==> src/rtl/prf_free_list_pkg.sv <==
// Shared rename-stage sizing constants and the physical register number type.
package prf_free_list_pkg;

  localparam int NUM_P_REGS    = 48;
  localparam int NUM_A_REGS    = 32;
  localparam int MAX_FREE_REGS = NUM_P_REGS - NUM_A_REGS;
  localparam int RENAME_W      = 2;
  localparam int RETIRE_W      = 2;
  localparam int FL_CNT_W      = $clog2(MAX_FREE_REGS + 1);
  localparam int PRN_W         = $clog2(NUM_P_REGS);

  typedef logic [PRN_W-1:0] prn_t;

endpackage

==> src/rtl/lane_prefix_count.sv <==
// Exclusive prefix popcount of a lane mask: o_prefix[i] = number of set lanes below i.
module lane_prefix_count #(
  parameter int N = 2
) (
  input  logic [N-1:0]                    i_mask,
  output logic [N-1:0][$clog2(N+1)-1:0]   o_prefix,
  output logic [$clog2(N+1)-1:0]          o_total
);

  localparam int CW = $clog2(N + 1);

  // Ripple accumulation in lane order.
  always_comb begin
    logic [CW-1:0] acc;
    acc = '0;
    o_prefix = '0;
    for (int i = 0; i < N; i++) begin
      o_prefix[i] = acc;
      acc = acc + CW'(i_mask[i]);
    end
    o_total = acc;
  end

endmodule

==> src/rtl/prf_free_list.sv <==
// Physical register free list: multi-lane allocate at the speculative head,
// multi-lane free at the tail, and a committed head that a flush snaps back to.
module prf_free_list
  import prf_free_list_pkg::*;
#(
  parameter int NUM_P_REGS = prf_free_list_pkg::NUM_P_REGS,
  parameter int NUM_A_REGS = prf_free_list_pkg::NUM_A_REGS,
  parameter int ALLOC_W    = prf_free_list_pkg::RENAME_W,
  parameter int FREE_W     = prf_free_list_pkg::RETIRE_W,
  localparam int DEPTH     = NUM_P_REGS - NUM_A_REGS,
  localparam int CNT_W     = $clog2(DEPTH + 1),
  localparam int CA_W      = $clog2(ALLOC_W + 1)
) (
  input  logic                       i_clk,
  input  logic                       i_rst,
  input  logic [ALLOC_W-1:0]         i_alloc_req,
  output logic                       o_alloc_ok,
  output prn_t [ALLOC_W-1:0]         o_alloc_prn,
  input  logic [FREE_W-1:0]          i_free_valid,
  input  prn_t [FREE_W-1:0]          i_free_prn,
  input  logic [CA_W-1:0]            i_commit_alloc_cnt,
  input  logic                       i_flush,
  output logic [CNT_W-1:0]           o_free_count,
  output logic                       o_empty,
  output logic                       o_overflow_err
);

  localparam int PTR_W = (DEPTH > 1) ? $clog2(DEPTH) : 1;
  localparam int FC_W  = $clog2(FREE_W + 1);

  if (DEPTH < ALLOC_W) begin : g_depth_chk
    $error("prf_free_list: DEPTH must be at least ALLOC_W");
  end

  // Pointer advance with explicit wrap; DEPTH need not be a power of two, inc <= DEPTH.
  function automatic logic [PTR_W-1:0] ptr_add(input logic [PTR_W-1:0] p,
                                               input logic [CNT_W-1:0] inc);
    logic [CNT_W:0] s;
    s = (CNT_W+1)'(p) + (CNT_W+1)'(inc);
    if (s >= (CNT_W+1)'(DEPTH)) s = s - (CNT_W+1)'(DEPTH);
    return s[PTR_W-1:0];
  endfunction

  prn_t             r_fl [DEPTH];
  logic [PTR_W-1:0] r_head;
  logic [PTR_W-1:0] r_commit_head;
  logic [PTR_W-1:0] r_tail;
  // r_free_count covers [head, tail); r_commit_count covers [commit_head, tail).
  logic [CNT_W-1:0] r_free_count;
  logic [CNT_W-1:0] r_commit_count;
  logic             r_overflow_err;

  logic [ALLOC_W-1:0][CA_W-1:0] w_alloc_pre;
  logic [CA_W-1:0]              w_alloc_total;
  logic [FREE_W-1:0][FC_W-1:0]  w_free_pre;
  logic [FC_W-1:0]              w_free_total;

  logic             w_pop;
  logic [CNT_W-1:0] w_popped;
  logic [CNT_W-1:0] w_outstanding;
  logic [CNT_W-1:0] w_commit_req;
  logic             w_underflow;
  logic [CNT_W-1:0] w_commit;
  logic [CNT_W-1:0] w_room;
  logic [CNT_W-1:0] w_freed_req;
  logic             w_overflow;
  logic [CNT_W-1:0] w_freed;
  logic [PTR_W-1:0] w_commit_head_next;
  logic [PTR_W-1:0] w_head_next;
  logic [PTR_W-1:0] w_tail_next;
  logic [CNT_W-1:0] w_commit_count_next;
  logic [CNT_W-1:0] w_free_count_next;

  lane_prefix_count #(.N(ALLOC_W)) u_alloc_pfx (
    .i_mask   (i_alloc_req),
    .o_prefix (w_alloc_pre),
    .o_total  (w_alloc_total)
  );

  lane_prefix_count #(.N(FREE_W)) u_free_pfx (
    .i_mask   (i_free_valid),
    .o_prefix (w_free_pre),
    .o_total  (w_free_total)
  );

  assign o_alloc_ok     = r_free_count >= CNT_W'(w_alloc_total);
  assign o_free_count   = r_free_count;
  assign o_empty        = (r_free_count == '0);
  assign o_overflow_err = r_overflow_err;

  // Zero-cycle peek: each requesting lane sees the entry at head + its request rank.
  always_comb begin
    for (int i = 0; i < ALLOC_W; i++) begin
      o_alloc_prn[i] = r_fl[ptr_add(r_head, CNT_W'(w_alloc_pre[i]))];
    end
  end

  // Next-state pointers and counts; commits and frees are clamped so committed entries stay intact.
  always_comb begin
    w_pop         = o_alloc_ok && (|i_alloc_req) && !i_flush;
    w_popped      = w_pop ? CNT_W'(w_alloc_total) : '0;
    w_outstanding = r_commit_count - r_free_count;
    w_commit_req  = CNT_W'(i_commit_alloc_cnt);
    w_underflow   = w_commit_req > w_outstanding;
    w_commit      = w_underflow ? w_outstanding : w_commit_req;
    w_room        = CNT_W'(DEPTH) - r_commit_count;
    w_freed_req   = CNT_W'(w_free_total);
    w_overflow    = w_freed_req > w_room;
    w_freed       = w_overflow ? w_room : w_freed_req;

    w_commit_head_next  = ptr_add(r_commit_head, w_commit);
    w_head_next         = i_flush ? w_commit_head_next : ptr_add(r_head, w_popped);
    w_tail_next         = ptr_add(r_tail, w_freed);
    w_commit_count_next = r_commit_count - w_commit + w_freed;
    w_free_count_next   = i_flush ? w_commit_count_next
                                  : r_free_count - w_popped + w_freed;
  end

  // State update; reset wins over flush, alloc and free.
  always_ff @(posedge i_clk) begin
    if (i_rst) begin
      for (int i = 0; i < DEPTH; i++) begin
        r_fl[i] <= prn_t'(NUM_A_REGS + i);
      end
      r_head         <= '0;
      r_commit_head  <= '0;
      r_tail         <= '0;
      r_free_count   <= CNT_W'(DEPTH);
      r_commit_count <= CNT_W'(DEPTH);
      r_overflow_err <= 1'b0;
    end else begin
      for (int j = 0; j < FREE_W; j++) begin
        if (i_free_valid[j] && (CNT_W'(w_free_pre[j]) < w_freed)) begin
          r_fl[ptr_add(r_tail, CNT_W'(w_free_pre[j]))] <= i_free_prn[j];
        end
      end
      r_head         <= w_head_next;
      r_commit_head  <= w_commit_head_next;
      r_tail         <= w_tail_next;
      r_free_count   <= w_free_count_next;
      r_commit_count <= w_commit_count_next;
      if (w_overflow || w_underflow) r_overflow_err <= 1'b1;
    end
  end

  a_count_bounds: assert property (@(posedge i_clk) disable iff (i_rst)
    (r_free_count <= r_commit_count) && (r_commit_count <= CNT_W'(DEPTH)));

endmodule

==> config.mk <==
export PLATFORM = sky130hd
export DESIGN_NAME = prf_free_list
export DESIGN_NICKNAME = d
export VERILOG_FILES = /design/src/rtl/prf_free_list_pkg.sv /design/src/rtl/lane_prefix_count.sv /design/src/rtl/prf_free_list.sv
export SDC_FILE = /design/constraint.sdc
export NUM_CORES = 1
export LEC_CHECK = 0
export ABC_AREA = 1
export CORE_ASPECT_RATIO = 1.2
export CORE_UTILIZATION = 56
export DETAILED_ROUTE_END_ITERATION = 8
export HOLD_SLACK_MARGIN = 0.03
export PLACE_DENSITY = 0.78
export SETUP_SLACK_MARGIN = 0.2
export SLEW_MARGIN = 20
export SYNTH_ARGS = -nofsm -noshare
export SYNTH_HDL_FRONTEND = slang
export SYNTH_SLANG_ARGS = --single-unit
==> constraint.sdc <==
create_clock -name i_clk -period 3.74 [get_ports i_clk]
set_input_delay 0.561 -clock i_clk [delete_from_list [all_inputs] [get_ports i_clk]]
set_output_delay 0.561 -clock i_clk [all_outputs]
set_load 0.02 [all_outputs]
After elaboration in Yosys (flattened, before gate mapping)
Memories as Yosys holds them, arrays and structs flattened.
Index checks and enable logic that the tools add are counted.
{ "word_totals": {"regBits": 23, "ram_bits": 96, "n_memories": 1, "out_inout_bits": 20} }
{ "op_classes": {"reduce_logical": 10, "n_mux": 30, "add_sub_neg": 20, "magnitude_cmp": 12} }
{ "mem_list": {"columns": ["memory", "words", "word_bits", "rd", "rd_clocked_by_memory_dff", "wr", "line", "rtl"], "rows": [
  ["r_fl", 16, 6, 2, 0, 16, "prf_free_list.sv:44", "prn_t r_fl [DEPTH];"]
]} }
{ "op_table": {"columns": ["cell", "n"], "rows": [
  ["$mux 4", 14],
  ["$sub 4x1->4 const B", 7],
  ["$ge 5x5->1 const B", 3],
  ["$mux 5", 3],
  ["$add 4x5->6", 2],
  ["$ge 6x5->1 const B", 2],
  ["$mux 6", 2],
  ["$reduce_or 6->1", 2],
  ["$add 4x1->5", 2],
  ["$add 5x5->5", 2],
  ["$ge 4x5->1 const B", 2],
  ["$gt 2x5->1", 2],
  ["$mux 1", 10],
  ["$sub 5x5->5", 2],
  ["$add 4x2->5", 1],
  ["$ge 5x2->1", 1],
  ["$logic_not 5->1", 1],
  ["$lt 1x5->1", 1],
  ["$lt 1x5->1 const A", 1],
  ["$sub 5x2->5", 1],
  ["$sub 5x5->5 const A", 1],
  ["$add 1x1->2", 2],
  ["$logic_and 1x1->1", 4],
  ["$mux 2", 1],
  ["other kinds (3)", 3]
]} }

Logic depth before layout (Yosys ltp)
{ "logic_depth": {"depth_word": 10, "mapped_depth": 21, "depth_no_buf": 21} }

Modules after synthesis
From an unflattened synthesis, not the netlist that was laid out.
{ "unflattened": {"hier_cells": 1262, "hier_area_um2": 9471.6} }
{ "modules_own_cells": {"columns": ["module", "area_per_inst_um2", "instances", "cells_each"], "rows": [
  ["prf_free_list", 9379.0, 1, 1250],
  ["lane_prefix_count", 46.3, 2, 6]
]} }

Worst setup path after synthesis
Ideal clock, no wire load.
{ "synth_timing": {"kind": "register to register", "start": "reg r_free_count[0] (netlist: o_free_count[0])", "end": "reg r_commit_count[4]", "period_less_slack_ns": 4.059, "path_stages_with_launch": 16, "slack_ns": -0.319, "setup_ns": 0.123, "t_arrival_ns": 3.935, "path_cell_list": "dfxtp_1 ha_1 inv_1 fa_1 inv_1 ha_1 a21oi_1 a211oi_1 nand3_1 o21ai_0 fa_1 fa_1 o21ai_0 a21oi_1 xor2_1 or2_2"} }
{ "synth_via": {"elab_chain_len": 5} }
{ "synth_rtl": {"columns": ["item", "line", "rtl"], "rows": [
  ["start, declared", "prf_free_list.sv:49", "logic [CNT_W-1:0] r_free_count;"],
  ["start signal, assigned", "prf_free_list.sv:128", "r_free_count <= CNT_W'(DEPTH);"],
  ["start signal, assigned", "prf_free_list.sv:140", "r_free_count <= w_free_count_next;"],
  ["$sub 5x5->5 (*)", "prf_free_list.sv:102", "w_outstanding = r_commit_count - r_free_count;"],
  ["$gt 2x5->1", "prf_free_list.sv:104", "w_underflow = w_commit_req > w_outstanding;"],
  ["$mux 5 (*)", "prf_free_list.sv:105", "w_commit = w_underflow ? w_outstanding : w_commit_req;"],
  ["$sub 5x5->5 (*)", "prf_free_list.sv:114", "w_commit_count_next = r_commit_count - w_commit + w_freed;"],
  ["$add 5x5->5 (*)", "prf_free_list.sv:114", null],
  ["end signal, assigned", "prf_free_list.sv:129", "r_commit_count <= CNT_W'(DEPTH);"],
  ["end signal, assigned", "prf_free_list.sv:141", "r_commit_count <= w_commit_count_next;"],
  ["end, declared", "prf_free_list.sv:50", "logic [CNT_W-1:0] r_commit_count;"]
]} }
Every way passes the cells marked *; elsewhere a longest branch is shown, timed or not.
A chain may end at the register's enable or synchronous reset.

Final worst setup path
{ "layout_timing": {"start": "reg r_commit_count[0]", "end": "reg r_free_count[2] (netlist: o_free_count[2])"} }
{ "layout_via": {"elab_chain_len": 6, "elab_cells_between_ends": 10, "cone_classes": "add/sub (5); order compare (2); mux (3)"} }
{ "layout_rtl": {"columns": ["item", "line", "rtl"], "rows": [
  ["$sub 5x5->5", "prf_free_list.sv:102", null],
  ["$gt 2x5->1", "prf_free_list.sv:104", null],
  ["$mux 5", "prf_free_list.sv:105", null],
  ["$sub 5x5->5", "prf_free_list.sv:114", null],
  ["$add 5x5->5", "prf_free_list.sv:114", null],
  ["$mux 5 (*)", "prf_free_list.sv:115", "w_free_count_next = i_flush ? w_commit_count_next"]
]} }
Marked as above.

==> out/results.ini <==
[synthesis]
synth_compound_area_share_pct=16.6
syn-instance-count=1203
synth_mux_area_share_pct=0.678
avgSynthCellArea_sq_um=7.37
synthArstFlopShare_pct=0
synth_xor_area_share_pct=1.98
synth_edf_count=96
yosys_warnings=0
synth_cell_types=33
synth_adder_area_share_pct=7.62
synth_top_family_by_area=simple AND/OR/NAND/NOR gates
yosysSeqAreaShare_pct=37.7
synthFlopType=edfxtp_1
synthSimpleGateAreaFrac_pct=26.6
syn_area_sq_um=8860
ys_ff_latch=119

[sta]
hold_viol_final=0
finalCritPeriodShare_pct=102
setup_viol=4
worst-slew-pin-transition_ns=1.11
fin_worst_skew_ns=0.00803
period_minus_slack_ns=3.82
relSlewSlack_pct=26.0
fmax_mhz=262
worst_slack_ns=-0.0754
rsz0062_at_grt=yes
setup_tns_ns=-0.217
drv_slew=0

[job]
maxCapViolCount=0

[place]
dp_slack_ns=-0.117
finalWeightedCongestion=0.909
io_buffers=40
dp_hpwl_um=19300
dpl-instance-area_sq_um=9810

[power]
fin_total_pwr_w=0.00790
power_density_nw_per_um2=751
vdd_ir_drop_max_mv=0.670
leakage_nw=4.37

[hold_path]
min_path_cells=2
min_to=o_overflow_err
holdCritStartpoint=o_overflow_err
hold_path_class=reg2reg

[drt]
via_count=9065
antenna_left=0
drt-initial-drc-count=1486
drc_errors=0
first_pass_iters=6
vias_per_cell=6.09
wl_per_cell_um=18.8
wirelength_um=28000

[cells_and_area]
final_core_utilization_pct=67.8
nets=1337
n_fill_cell=1318
drive_gt1_share_pct=11.2
finalInstanceArea_sq_um=10500
num_antenna_cells=0
syn_to_final_growth_pct=18.7

[die]
die_y_um=140
num_rows=50
ios=41
initial_core_util_pct=57.1
die-width_um=117
core_sq_um=15500
dieArea_sq_um=16300

[clocking]
cts_buffers=17
path_clk_slew_ns=0.06
cts_hold_buffers=0
clock_insertion_delay_worst_skew_ns=0.42
htree_levels=4
cts_tree=done
clock-sinks=119
root_buffer=clkbuf_16
cts.path.max_buffers=2

[global_routing]
grt_start_max_net_pins=97
grt_usage_pct=35.1
grt_pass1_wl_um=42900
grt_antenna_before_repair=0
overflow=0
grt_pass1_vias=8240

[critical_path]
r2r_start=r_commit_count[0]
timing.rr.end=o_free_count[2]
critPathArrivalTime_ns=4.15
worstPathRequired_ns=4.08
path_max_fanout=5
worstSetupPathType=reg2reg
reg2reg_depth=18
endpoint_kind=flip-flop
reg2reg_slack_ns=-0.08
startpoint_type=flip-flop

[run_status]
violations=negative setup slack
status=finished with violations

## through the flow
step	instances	hold WS, ns
3_3_place_gp	1453	0.476
3_5_place_dp	1453	0.465
6_report	1489	0.506
5_1_grt	1489	0.527
4_1_cts	1487	0.483
2_1_floorplan	1209	0.481
## cells by family (layout without fill, tap and decap cells)
| kind of cell | Yosys count | after routing |
|---|---|---|
| AO/OA/AOI/OAI | 268 | 268 |
| adder cells (fa/ha/maj) | 48 | 48 |
| multiplexers | 6 | 6 |
| other | 2 | 8 |
| buffers and inverters | 196 | 268 |
| AND/OR/NAND/NOR | 544 | 544 |
| XOR/XNOR | 20 | 20 |
| flip-flops | 119 | 119 |
## Yosys cell counts (all sizes together), types with 8 or more instances
cell type  instances  share of area (%)
buf               19                1.2
fa                10                2.3
nand3            179                 11
a21oi             79                4.6
xnor2             11                1.1
xor2               9               0.89
o211ai            34                2.9
nor2             117                5.0
edfxtp            96                 33
clkbuf            50                2.1
nand2            237                 10
nand4              8               0.56
dfxtp             23                5.2
ha                38                5.4
o21ai            143                8.1
inv              124                5.3
## what timing repair did
action                                  in CTS  in global routing
endpoints found under the setup margin      10                 22
gates resized for setup                     10                 23
pin swaps                                    3                  8
buffers inserted                             2                  2
## per-layer routing
layer  up-vias  wire [um]  track usage, %
li1       4231          -               -
met1      4093      10200            44.2
met2       565      13100            56.7
met3       176       2830            5.01
met4         0       1860            21.0
met5         -          0               0
## worst max-delay path, cell delays in order, from the launching register on
cell and delay (ns):
dfxtp_2 0.32, inv_2 0.07, ha_4 0.13, inv_2 0.04, fa_1 0.51, inv_2 0.06
ha_4 0.26, a21oi_2 0.05, a211oi_2 0.22, nand3_2 0.17, buf_6 0.16, o21ai_4 0.18
fa_2 0.48, fa_2 0.42, buf_4 0.14, buf_4 0.14, xnor2_4 0.13, nand2_1 0.09
a21oi_1 0.17
## layout by cell type, fill, tap and decap left out, drive strengths merged, types with 2 or more instances in the layout
cell	count
o211ai	34
conb	8
dfxtp	23
nand2	237
a31oi	2
edfxtp	96
clkbuf	25
buf	69
o221ai	7
xor2	9
dlygate4sd2	5
nand3	179
xnor2	11
nand4	8
a21oi	79
inv	125
fa	10
clkdlybuf4s50	34
clkinv	9
ha	38
mux2i	6
nor2	117
o21ai	143
## state kept, by name, summed over array words and instances, names as in the netlist
| register | flops |
|---|---|
| r_fl | 96 |
| o_free_count | 5 |
| r_commit_count | 5 |
| r_commit_head | 4 |
| r_head | 4 |
| r_tail | 4 |
| o_overflow_err | 1 |
## final cells by class
| cell class | count | area [sq um] | share of cell area (%) |
|---|---|---|---|
| Multi-Input combinational cell | 894 | 4890 | 46.5 |
| Sequential cell | 119 | 3350 | 31.9 |
| Timing Repair Buffer | 109 | 957 | 9.10 |
| Clock buffer | 25 | 538 | 5.11 |
| Inverter | 127 | 477 | 4.53 |
| Tap cell | 208 | 260 | 2.47 |
| Clock inverter | 7 | 38.8 | 0.369 |
## power by group
group	switching (W)	internal, W
registers	0.000163	0.00164
clock network	0.000589	0.000991
logic	0.00279	0.00173
## how the worst max path moves through the flow
stage / slack [ns] / cells past startpoint / endpoint / start
finish: -0.08 / 18 / o_free_count[2] / r_commit_count[0]
global route: -0.20 / 17 / r_commit_count[4] / r_commit_count[0]
CTS: 0.04 / 20 / o_free_count[4] / r_commit_count[0]
detailed placement: -0.12 / 19 / r_commit_count[4] / i_free_valid[0]
global placement: 0.03 / 18 / o_free_count[4] / i_free_valid[0]
floorplan: 0.21 / 19 / o_free_count[3] / r_commit_count[0]
(Power assumes the default switching activity.)
